$ cat config.mk
export PLATFORM = sky130hd
export DESIGN_NAME = ls_queue
export DESIGN_NICKNAME = d
export VERILOG_FILES = /design/src/rtl/ls_pkg.sv /design/src/rtl/ls_queue_load_extend.sv /design/src/rtl/ls_queue.sv
export SDC_FILE = /design/constraint.sdc
export NUM_CORES = 1
export LEC_CHECK = 0
export CAP_MARGIN = 30
export CORE_AREA = 4 4 314 192
export DETAILED_ROUTE_END_ITERATION = 12
export DIE_AREA = 0 0 318 196
export PLACE_DENSITY_LB_ADDON = 0.12
export SYNTH_ARGS = -nofsm -noshare
export SYNTH_HDL_FRONTEND = slang
export SYNTH_SLANG_ARGS = --single-unit
$ cat constraint.sdc
create_clock -name clk -period 9.1 [get_ports clk]
set_input_delay 1.82 -clock clk [delete_from_list [all_inputs] [get_ports clk]]
set_output_delay 1.82 -clock clk [all_outputs]
set_load 0.05 [all_outputs]
$ cat src/rtl/ls_pkg.sv
// ls_pkg: shared definitions for the load/store queue.
// Holds the op-code map, access size encodings, the queue entry
// record, the issue FSM state type and small decode helpers used by
// both the queue and the load extender.
package ls_pkg;

  localparam int LS_XLEN  = 32;
  localparam int LS_ROB_W = 3;
  localparam int LS_OP_W  = 5;

  localparam logic [LS_OP_W-1:0] OP_LB  = 5'd0;
  localparam logic [LS_OP_W-1:0] OP_LH  = 5'd1;
  localparam logic [LS_OP_W-1:0] OP_LW  = 5'd2;
  localparam logic [LS_OP_W-1:0] OP_LBU = 5'd3;
  localparam logic [LS_OP_W-1:0] OP_LHU = 5'd4;
  localparam logic [LS_OP_W-1:0] OP_SB  = 5'd5;
  localparam logic [LS_OP_W-1:0] OP_SH  = 5'd6;
  localparam logic [LS_OP_W-1:0] OP_SW  = 5'd7;
  localparam logic [LS_OP_W-1:0] OP_NOP = 5'b11111;

  localparam logic [1:0] SIZE_BYTE = 2'd0;
  localparam logic [1:0] SIZE_HALF = 2'd1;
  localparam logic [1:0] SIZE_WORD = 2'd2;

  // One buffered memory op; committed is only meaningful for stores.
  typedef struct packed {
    logic [LS_XLEN-1:0]  addr;
    logic [LS_XLEN-1:0]  data;
    logic [LS_OP_W-1:0]  op;
    logic [LS_ROB_W-1:0] rob;
    logic                committed;
  } entry_t;

  typedef enum logic {
    ST_IDLE = 1'b0,
    ST_REQ  = 1'b1
  } state_t;

  function automatic logic is_store(input logic [LS_OP_W-1:0] op);
    return (op == OP_SB) || (op == OP_SH) || (op == OP_SW);
  endfunction

  function automatic logic [1:0] op_size(input logic [LS_OP_W-1:0] op);
    case (op)
      OP_LB, OP_LBU, OP_SB: op_size = SIZE_BYTE;
      OP_LH, OP_LHU, OP_SH: op_size = SIZE_HALF;
      default:              op_size = SIZE_WORD;
    endcase
  endfunction

  // Keeps only the bytes a store of the given size writes; upper bits zero.
  function automatic logic [LS_XLEN-1:0] size_mask(input logic [LS_XLEN-1:0] data,
                                                   input logic [1:0] size);
    case (size)
      SIZE_BYTE: size_mask = {{(LS_XLEN-8){1'b0}}, data[7:0]};
      SIZE_HALF: size_mask = {{(LS_XLEN-16){1'b0}}, data[15:0]};
      default:   size_mask = data;
    endcase
  endfunction

endpackage

$ cat src/rtl/ls_queue_load_extend.sv
// load_extend: turns right-aligned memory read data into the
// architectural load result for the given load op.
// Ports:
//   op        - load op code (LB/LH/LW/LBU/LHU)
//   rdata     - right-aligned read data from the data memory
//   res_value - sign/zero-extended result
module load_extend
  import ls_pkg::*;
#(
  parameter int XLEN = LS_XLEN,
  parameter int OP_W = LS_OP_W
) (
  input  logic [OP_W-1:0] op,
  input  logic [XLEN-1:0] rdata,
  output logic [XLEN-1:0] res_value
);

  // Pure decode of the load flavour; anything unrecognised passes the word through.
  always_comb begin
    res_value = rdata;
    case (op)
      OP_LB:   res_value = {{(XLEN-8){rdata[7]}}, rdata[7:0]};
      OP_LH:   res_value = {{(XLEN-16){rdata[15]}}, rdata[15:0]};
      OP_LBU:  res_value = {{(XLEN-8){1'b0}}, rdata[7:0]};
      OP_LHU:  res_value = {{(XLEN-16){1'b0}}, rdata[15:0]};
      default: res_value = rdata;
    endcase
  end

endmodule

$ cat src/rtl/ls_queue.sv
// ls_queue: in-order load/store queue between the address unit and the
// data memory. Loads issue as soon as they reach the head; stores wait
// for their ROB commit. Load results are returned as a one-cycle pulse.
// Ports:
//   clk, rst                 - clock, synchronous active-low reset
//   pause                    - blocks enqueue only
//   flush                    - drop every uncommitted entry
//   in_addr/op/rob/data      - op from the address unit (OP_NOP = none)
//   full                     - queue holds DEPTH entries
//   commit_valid/commit_rob  - ROB commits the store with this tag
//   mem_req/we/size/addr/wdata, mem_ready/rdata - data-memory port
//   res_valid/rob/value      - load result towards CDB/ROB
module ls_queue
  import ls_pkg::*;
#(
  parameter int DEPTH = 8,
  parameter int XLEN  = LS_XLEN,
  parameter int ROB_W = LS_ROB_W,
  parameter int OP_W  = LS_OP_W
) (
  input  logic             clk,
  input  logic             rst,
  input  logic             pause,
  input  logic             flush,
  input  logic [XLEN-1:0]  in_addr,
  input  logic [OP_W-1:0]  in_op,
  input  logic [ROB_W-1:0] in_rob,
  input  logic [XLEN-1:0]  in_data,
  output logic             full,
  input  logic             commit_valid,
  input  logic [ROB_W-1:0] commit_rob,
  output logic             mem_req,
  output logic             mem_we,
  output logic [1:0]       mem_size,
  output logic [XLEN-1:0]  mem_addr,
  output logic [XLEN-1:0]  mem_wdata,
  input  logic             mem_ready,
  input  logic [XLEN-1:0]  mem_rdata,
  output logic             res_valid,
  output logic [ROB_W-1:0] res_rob,
  output logic [XLEN-1:0]  res_value
);

  localparam int PW = $clog2(DEPTH);

  entry_t            q [DEPTH];
  logic [PW-1:0]     head;
  logic [PW-1:0]     tail;
  logic [PW:0]       count;
  logic [PW:0]       cnt_next;
  logic [PW:0]       n_comm;
  state_t            state;
  logic              drop;
  logic              enq;
  logic              pop;
  logic              flush_pop;
  logic              enq_commit;
  logic [DEPTH-1:0]  commit_hit;
  entry_t            head_e;
  logic [XLEN-1:0]   ext_value;

  assign head_e     = q[head];
  assign full       = (count == (PW+1)'(DEPTH));
  assign enq        = (in_op != OP_NOP) && !pause && !full && !flush;
  // A dropped (flushed) load has already left the queue, so its completion pops nothing.
  assign pop        = (state == ST_REQ) && mem_ready && !drop;
  // Only a committed store can be popping under flush; its entry is in the kept prefix.
  assign flush_pop  = pop && mem_we;
  assign enq_commit = commit_valid && is_store(in_op) && (in_rob == commit_rob);

  load_extend #(.XLEN(XLEN), .OP_W(OP_W)) u_load_extend (
    .op        (head_e.op),
    .rdata     (mem_rdata),
    .res_value (ext_value)
  );

  // Which live store entries the ROB is committing this cycle.
  always_comb begin
    logic [PW-1:0] offs;
    offs       = '0;
    commit_hit = '0;
    for (int i = 0; i < DEPTH; i++) begin
      offs = PW'(i) - head;
      commit_hit[i] = commit_valid && ({1'b0, offs} < count) &&
                      is_store(q[i].op) && (q[i].rob == commit_rob);
    end
  end

  // Length of the committed run starting at head, including this cycle's commit;
  // this is what survives a flush.
  always_comb begin
    logic          stop;
    logic [PW-1:0] idx;
    n_comm = '0;
    stop   = 1'b0;
    idx    = '0;
    for (int i = 0; i < DEPTH; i++) begin
      idx = head + PW'(i);
      if (!stop && ((PW+1)'(i) < count) && (q[idx].committed || commit_hit[idx]))
        n_comm = n_comm + (PW+1)'(1);
      else
        stop = 1'b1;
    end
  end

  always_comb begin
    cnt_next = count;
    if (enq && !pop)
      cnt_next = count + (PW+1)'(1);
    else if (!enq && pop)
      cnt_next = count - (PW+1)'(1);
  end

  // Head/tail/count bookkeeping; a flush truncates the queue to its committed prefix.
  always_ff @(posedge clk) begin
    if (!rst) begin
      head  <= '0;
      tail  <= '0;
      count <= '0;
    end else if (flush) begin
      head  <= head + PW'(flush_pop);
      tail  <= head + n_comm[PW-1:0];
      count <= n_comm - (PW+1)'(flush_pop);
    end else begin
      if (enq) tail <= tail + PW'(1);
      if (pop) head <= head + PW'(1);
      count <= cnt_next;
    end
  end

  // Entry storage; the newly written entry can pick up a commit in the same cycle.
  always_ff @(posedge clk) begin
    if (!rst) begin
      for (int i = 0; i < DEPTH; i++) q[i].committed <= 1'b0;
    end else begin
      for (int i = 0; i < DEPTH; i++)
        if (commit_hit[i]) q[i].committed <= 1'b1;
      if (enq) begin
        q[tail].addr      <= in_addr;
        q[tail].data      <= in_data;
        q[tail].op        <= in_op;
        q[tail].rob       <= in_rob;
        q[tail].committed <= enq_commit;
      end
    end
  end

  // Issue FSM: one outstanding request at a time, all request fields registered
  // at issue and held until mem_ready.
  always_ff @(posedge clk) begin
    if (!rst) begin
      state     <= ST_IDLE;
      drop      <= 1'b0;
      mem_req   <= 1'b0;
      mem_we    <= 1'b0;
      mem_size  <= '0;
      mem_addr  <= '0;
      mem_wdata <= '0;
      res_valid <= 1'b0;
      res_rob   <= '0;
      res_value <= '0;
    end else begin
      res_valid <= 1'b0;
      case (state)
        ST_IDLE: begin
          // Issue is held off in a flush cycle; the surviving head issues next cycle.
          if (!flush && (count != '0) && (!is_store(head_e.op) || head_e.committed)) begin
            state     <= ST_REQ;
            mem_req   <= 1'b1;
            mem_we    <= is_store(head_e.op);
            mem_size  <= op_size(head_e.op);
            mem_addr  <= head_e.addr;
            mem_wdata <= is_store(head_e.op) ? size_mask(head_e.data, op_size(head_e.op)) : '0;
          end
        end
        ST_REQ: begin
          if (mem_ready) begin
            state     <= ST_IDLE;
            drop      <= 1'b0;
            mem_req   <= 1'b0;
            mem_we    <= 1'b0;
            mem_size  <= '0;
            mem_addr  <= '0;
            mem_wdata <= '0;
            if (!mem_we && !drop && !flush) begin
              res_valid <= 1'b1;
              res_rob   <= head_e.rob;
              res_value <= ext_value;
            end
          end else if (flush && !mem_we) begin
            // The load must still finish on the bus, but its result is squashed.
            drop <= 1'b1;
          end
        end
        default: state <= ST_IDLE;
      endcase
    end
  end

endmodule
# ---- Word-level counts from Yosys, hierarchy flattened
# Memories as Yosys holds them, arrays and structs flattened. A register that Yosys moved wholly into a read port is not among the register bits.
# Index checks and enable logic that the tools add are counted.
dict set report op_classes {
  n_addsub 28
  order_cmp 24
  eq_ne 47
  n_mux 101
  bitwise 9
  n_reduce_logical 110
}
# operator count
set op_table {}
lappend op_table {{32-bit case mux with 2 select lines} 3}
lappend op_table {{5-bit by 3-bit equality test with 1-bit output, second input constant} 31}
lappend op_table {{32-bit two-way mux} 4}
lappend op_table {{32-bit case mux with 4 select lines} 1}
lappend op_table {{1-bit two-way mux} 60}
lappend op_table {{1-bit logical AND} 54}
lappend op_table {{4-bit two-way mux} 10}
lappend op_table {{4-bit by 1-bit adder with 4-bit output, second input constant} 8}
lappend op_table {{3-bit by 4-bit < comparator with 1-bit output} 8}
lappend op_table {{3-bit by 4-bit < comparator with 1-bit output, second input constant} 8}
lappend op_table {{1-bit logical OR} 29}
lappend op_table {{3-bit equality test} 9}
lappend op_table {{1-bit binary-select mux with 3-bit select} 8}
lappend op_table {{3-bit two-way mux} 6}
lappend op_table {{3-bit by 4-bit < comparator with 1-bit output, first input constant} 4}
lappend op_table {{1-bit logical NOT} 14}
lappend op_table {{3-bit adder, second input constant} 4}
lappend op_table {{3-bit subtractor, first input constant} 4}
lappend op_table {{1-bit by 4-bit < comparator with 1-bit output, first input constant} 2}
lappend op_table {{2-bit by 4-bit < comparator with 1-bit output, first input constant} 2}
lappend op_table {{2-bit two-way mux} 4}
lappend op_table {{1-bit bitwise OR} 8}
lappend op_table {{2-bit case mux with 2 select lines} 2}
lappend op_table {{3-bit by 1-bit adder with 3-bit output, second input constant} 2}
lappend op_table {{23 further kinds} 34}
dict set report totals {
  register_bits 116
  ram_bits 584
  inputBits 113
  mem_count 1
}
# memory words width rd rd_ports_with_merged_regs write_ports line
set memory_table {}
lappend memory_table {q 8 73 16 1 9 ls_queue.sv:46} ;# entry_t q [DEPTH];

# ---- Longest topological paths before layout
# Gate-level depths: netlist of run 1.
# An unclocked memory read counts as a cell.
dict set report logic_depth {
  depth_word 39
  ltp_mapped 41
  depth_no_buf 37
}

# ---- By module
# From an unflattened synthesis of run 1, not the netlist that was laid out.
dict set report hier_totals {
  cells_unflattened 1805
  area_unflattened_um2 29031.6
}
# module n_inst cells_each area_per_inst_um2 seq_area_each_um2
set by_module_without_submodules {}
lappend by_module_without_submodules {ls_queue 1 1760 28696.3 19869.1}
lappend by_module_without_submodules {load_extend 1 45 335.3 0.0}

# ---- Worst setup path before layout of run 1
# No wires, ideal clock.
dict set report synth_timing {
  path_kind {input to register}
  start {in in_op[3]}
  end {mem q[1][0] in the netlist's numbering}
  arrival_ns 8.160
  setup_slack_ns 0.575
  stages 6
  path_buffers 0
  cell_sequence {nand3_1 -> nor2_1 -> nor4_1 -> nand3b_1 -> nor3b_1 -> mux2i_1}
}
# element line
set synth_lines {}
lappend synth_lines {{start: declaration} ls_queue.sv:26} ;# input logic [OP_W-1:0] in_op,
lappend synth_lines {{end: declaration} ls_queue.sv:46}

# ---- Worst setup path in the final report of run 1
dict set report layout_timing {
  start {in commit_rob[2]}
  end {reg tail[2]}
}
dict set report layout_between {
  elab_chain_cells 35
}
# element line
set layout_lines {}
lappend layout_lines {{start: declaration} ls_queue.sv:31} ;# input logic [ROB_W-1:0] commit_rob,
lappend layout_lines {{parallel branches: the longest is 32 deep, another holds 4-bit by 1-bit adder with 4-bit output} n/a}
lappend layout_lines {{4-bit two-way mux *} ls_queue.sv:99} ;# if (!stop && ((PW+1)'(i) < count) && (q[idx].committed || commit_hit[idx]))
lappend layout_lines {{3-bit adder *} ls_queue.sv:122} ;# tail <= head + n_comm[PW-1:0];
lappend layout_lines {{3-bit two-way mux *} ls_queue.sv:120} ;# end else if (flush) begin
lappend layout_lines {{end signal: assignment} ls_queue.sv:122}
lappend layout_lines {{end signal: assignment} ls_queue.sv:125} ;# if (enq) tail <= tail + PW'(1);
lappend layout_lines {{end: declaration} ls_queue.sv:48} ;# logic [PW-1:0] tail;
# Every way passes the cells marked *. The select of a mux whose other input is x is not followed.
# A chain may end at the register's enable or synchronous reset.

==> impl_metrics.ini, run 1 <==
[clock_tree]
cts_made_buffers = 61
cts_resized = 0
clk_pin_slew_ps = 70
cts_hold_buf = 0
post_cts_buffers = 0
cts.path.max_buffers = 3
clock_latency_ps = 660
cts_tree = done
cts-root-buf = clkbuf_16
cts.sinks = 703
ctsHtreeMaxLevel = 2

[die]
die_y_um = 196
io_pins = 218
die_w_um = 318
initial_core_util = 0.497
dieArea_um2 = 62300
core.rowCount = 68
core-area_um2 = 57300

[setup_path]
critPathCaptureType = flop
max_stage_delay_ps = 650
crit_path_max_fanout = 5
worstSetupPathType = in -> reg
slowest_stage = clkdlybuf4s50_1
critPathRequiredTime_ps = 9660
crit_arrival_ps = 9050
reg2reg_slack_ps = 930
cp_common_cell = ha_1
start_kind = input port

[route]
dr_total_vias = 16300
wl_per_cell_um = 25.6
vias_per_cell = 5.87
ant_nets = 0
drtPass1Iterations = 6
wl_mm = 71.0
drc = 0
drt_iter0_markers = 1552

[global_routing]
grtUsageTotal = 0.227
use_met1 = 0.340
grt_pass1_vias = 16400
grt_first_pass_wirelength_mm = 106
antenna_found_initial = 10
use_met3 = 0.0541
gr-usage-met2 = 0.341
top_usage_layer = met2
grt_max_degree = 108
overflow = 0

[layout]
final_cell_mix = edfxtp_1, clkdlybuf4s50_1, mux4_2
utilization = 0.591
layout_commonest_cell = edfxtp_1
drive_gt1_frac = 0.181
area_growth_pct = 18.8
stdcell_area_um2 = 33800
fin_nets = 2091

[flow_run]
maxCapViolCount = 0

[synthesis]
yosys.area.top_type_share = 0.610
synth.cell_area_um2 = 28500
synth-simple-area-share = 0.0503
async_flop_share = 0
synth_mux_area_frac = 0.147
synth-xor-area-share = 0.0141
ys_ff_latch = 703
synth_adder_area_share = 0.0139
synthesis.nets = 1856
yosys-top-cells-area = edfxtp_1, mux4_2, dfxtp_1, nor2_1, mux2i_1
synthCells = 1712
synth_top_family_by_area = multiplexers
synth_seq_area_share = 0.698
synth.distinct_cells = 77
synth_warnings = 0
ys.flop_type = edfxtp_1
synth_area_leader_cell = edfxtp_1
avgSynthCellArea_um2 = 16.6
synth_edf_count = 579
synth-compound-area-share = 0.0612

[placed_design]
port_buffers = 217
hpwl_mm = 43.3
placed_area_um2 = 31700
post-place-ws_ps = 32.6
place_congestion = 0.921

[timing]
layout_setup_ws_ps = 604
tightestPinTransition_ps = 969
finalMaxSlewViolations = 0
period_needed_ps = 8500
fin_skew_ps = 50.1
fmax_mhz = 118
finalSetupViolCount = 0
period_share = 0.934
max-slew-margin-rel = 0.353
finalSetupTns_ps = 0
rsz0062_at_grt = no
hold_viol_final = 0

[status]
run_status = finished clean

[power_and_ir_drop]
power.density_nw_per_um2 = 195
ir_worst_vdd_v = 0.000136
p_leak_nw = 10.7

[hold_path]
hold_class = reg -> reg
area by class of cell:
cell class	count	area [um^2]
fillers	4285	23400
flip-flops and latches	703	19900
multi-input cells	890	8210
repair buffers	263	2590
clock buffers	75	1640
well taps	770	963
clock inverters	41	448
inverters	28	106
diodes	3	7.51
critical path, delay by kind of cell:
family	cells	cell delay, ps
adders and majority gates	7	2160
AOI/OAI and AO/OA	8	1550
and+or+nand+nor	6	1110
buffers and inverters	3	930
muxes	3	840
xor gates and xnor gates	4	640
power breakdown:
group          internal, W  total, W  switching [W]  leakage (nW)
Combinational     0.000151  0.000387       0.000236          3.43
Clock              0.00149   0.00268        0.00119          1.02
Sequential         0.00351   0.00354      0.0000265          6.22
registers in the layout, indices dropped and copies added (netlist names), named ones only:
| register | flops |
|---|---|
| drop | 1 |
| count | 4 |
| tail | 3 |
| mem_we | 1 |
| res_rob | 3 |
| mem_wdata | 32 |
| mem_addr | 32 |
| head | 3 |
| mem_req | 1 |
| res_value | 32 |
| q | 584 |
| state | 1 |
| res_valid | 1 |
| mem_size | 2 |
cells by family (layout without fill, tap and decap cells):
| logic type | after synthesis | after routing |
|---|---|---|
| flip-flops | 703 | 703 |
| AND/OR/NAND/NOR | 320 | 320 |
| AO/OA/AOI/OAI | 264 | 264 |
| multiplexers | 229 | 229 |
| buffers and inverters | 119 | 407 |
| XOR/XNOR | 46 | 46 |
| adder cells (fa/ha/maj) | 31 | 31 |
| other | 0 | 3 |
cells in the mapped netlist, drive strengths merged, types with 2 or more instances:
cell	instances
edfxtp	579
a31oi	5
xor2	13
mux2	35
and3	3
o21ai	73
nor2b	5
o31ai	5
o211ai	7
nand2b	11
or3	2
and2	10
a2111oi	2
ha	30
nand4	6
a21oi	73
o221a	3
mux4	147
xnor2	33
a211o	10
o311ai	3
buf	30
o31a	2
o2111ai	4
nand4b	2
nand2	95
or2	2
nor2	133
nor3	20
and3b	2
a211oi	21
inv	28
and4	2
nand3	16
nor3b	3
mux2i	47
nand3b	2
o21a	4
a221oi	3
clkbuf	61
a22oi	35
dfxtp	124
final timing paths:
kind / from / to / cells after the start
worst min register to register: mem_addr[16] / mem_addr[16] / 2
worst max register to register: head[0] / tail[2] / 35
worst max-delay path: commit_rob[2] / tail[2] / 31
worst min-delay path: mem_addr[16] / mem_addr[16] / 2
layer usage:
layer  wire length [um]  share of wire
met5                 75         0.0011
met4               1320          0.019
met3               5720          0.081
met2              31900           0.45
met1              32000           0.45
metrics by stage:
step,hold WS [ps],std cells,power [W]
3_5_place_dp,442,2653,0.00400
6_report,453,2773,0.00661
5_1_grt,485,2772,0.00684
3_3_place_gp,434,2650,0.00399
4_1_cts,458,2769,0.00667
2_1_floorplan,467,1712,0.00381
Power figures use the tool's default switching activity.
==> run 2, diff against run 1 <==
--- a/config.mk
+++ b/config.mk
@@ -6,10 +6,11 @@
 export NUM_CORES = 1
 export LEC_CHECK = 0
 export CAP_MARGIN = 30
-export CORE_AREA = 4 4 314 192
+export CORE_AREA = 2 2 312 190
 export DETAILED_ROUTE_END_ITERATION = 12
-export DIE_AREA = 0 0 318 196
+export DIE_AREA = 0 0 314 192
 export PLACE_DENSITY_LB_ADDON = 0.12
+export SETUP_SLACK_MARGIN = 0.02
 export SYNTH_ARGS = -nofsm -noshare
 export SYNTH_HDL_FRONTEND = slang
 export SYNTH_SLANG_ARGS = --single-unit
==> run 2 against run 1 <==
Critical path depth shrank 1. Sequential share of layout area grew 0.12 points. Power shrank 1.9%. Die area shrank 3.3%. Routed wire length shrank 0.88%. Critical endpoint unchanged. Clock power shrank 4%.
==> impl_metrics.ini, run 2 (synthesized netlist as in run 1, its figures left out) <==
[power_and_ir_drop]
ir_worst_vdd_v = 0.000152
power.density_nw_per_um2 = 192
p_leak_nw = 10.6

[global_routing]
grt_pass1_vias = 16200
grtUsageTotal = 0.235
overflow = 0
grt_first_pass_wirelength_mm = 104
grt_max_degree = 63
antenna_found_initial = 7

[layout]
fin_nets = 2092
n_fill_cell = 4322
layout_commonest_cell = edfxtp_1
drive_gt1_frac = 0.176
final_cell_mix = edfxtp_1, clkdlybuf4s50_1, mux4_2
largest_reg_flops = 584
regMostFlops = q
area_growth_pct = 18.6

[timing]
fin_hold_ws_ps = 454
fmax_mhz = 118
finalSetupViolCount = 0
fin_skew_ps = 16.3
rsz0062_at_grt = no
finalMaxSlewViolations = 0
hold_viol_final = 0
period_share = 0.935
tightestPinTransition_ps = 965
period_needed_ps = 8510
finalSetupTns_ps = 0
max-slew-margin-rel = 0.357

[route]
ant_nets = 0
wl_per_cell_um = 25.3
dr_total_vias = 16100
vias_per_cell = 5.81
drt_iter0_markers = 1537
wl_mm = 70.4
drc = 0
drtPass1Iterations = 7

[setup_path]
slowest_stage = clkdlybuf4s50_1
reg2reg_slack_ps = 1100
critPathCaptureType = flop
critPathLaunch = commit_rob[0]
cp_common_cell = ha_1
crit_path_max_fanout = 9
worstSetupPathType = in -> reg
start_kind = input port
max_stage_delay_ps = 770
critPathRequiredTime_ps = 9620
crit_arrival_ps = 9030
regToRegStartpoint = head[0]

[clock_tree]
cts_made_buffers = 61
cts.path.max_buffers = 3
cts_tree = done
cts-root-buf = clkbuf_16
cts.sinks = 703
clock_latency_ps = 610
clk_pin_slew_ps = 60
cts_resized = 0
post_cts_buffers = 0
ctsHtreeMaxLevel = 2
cts_hold_buf = 0

[die]
initial_core_util = 0.497
core-area_um2 = 57300
die_y_um = 192
die_w_um = 314
dieArea_um2 = 60300
io_pins = 218
core.rowCount = 68

[hold_path]
min-delay-start = mem_addr[2]
hold_class = reg -> reg

[placed_design]
hpwl_mm = 43.2
place_congestion = 0.931
port_buffers = 217

[status]
run_status = finished clean

[flow_run]
maxCapViolCount = 0
## run 2: changes by cell type in the layout (fill, tap and decap cells not counted), sizes merged
cell | previous run | this run
clkbuf | 75 | 93
clkinv | 27 | 18
diode | 3 | 6
inv | 31 | 28
clkinvlp | 4 | 1
bufinv | 7 | 3
buf | 46 | 47
## run 2: critical path, delay by kind of cell
family,cells,cell delay [ps]
buf+inv,3,1020
mux,3,870
simple gates,4,650
compound gates,10,2220
xor+xnor,3,440
fa+ha+maj,7,1990
## run 2: cell type report
cell class,count,area (um^2),area share
tap,770,963,0.0285
clock buffer,93,1780,0.0527
sequential,703,19900,0.589
timing repair buffer,264,2620,0.0774
clock inverter,22,203,0.00600
multi-input combinational,890,8210,0.243
antenna,6,15.0,0.000445
inverter,28,106,0.00315
## run 2: worst paths after layout
path | to | depth (start not counted)
setup / recovery | tail[2] | 30
hold / removal | mem_addr[2] | 2
setup reg to reg | tail[2] | 35
hold reg to reg | mem_addr[2] | 2
## run 2: power breakdown
group	total, W	switching [W]	internal (W)	leakage (nW)
logic	0.000391	0.000240	0.000151	3.44
registers	0.00354	0.0000228	0.00351	6.22
clock network	0.00256	0.00113	0.00143	0.976
## run 2: through the flow
| step | util | setup WS [ps] | instance area (um^2) | std cells | total power [W] |
|---|---|---|---|---|---|
| 2_1_floorplan | - | 575 | 28500 | 1712 | 0.00381 |
| 3_3_place_gp | 0.553 | 224 | 31700 | 2650 | 0.00398 |
| 3_5_place_dp | 0.554 | 4.88 | 31800 | 2654 | 0.00400 |
| 4_1_cts | 0.589 | 652 | 33700 | 2769 | 0.00655 |
| 5_1_grt | 0.590 | 84.0 | 33800 | 2772 | 0.00669 |
| 6_report | 0.590 | 590 | 33800 | 2776 | 0.00649 |
## run 2: layer usage
layer  wire length [um]  share of wire  vias to the layer above  global-route usage
li1                   -              -                     7219                   -
met1              32500           0.46                     8327               0.353
met2              31300           0.44                      515               0.352
met3               5490          0.078                       73              0.0556
met4               1060          0.015                        4              0.0442
met5                 25        0.00036                        -                   0
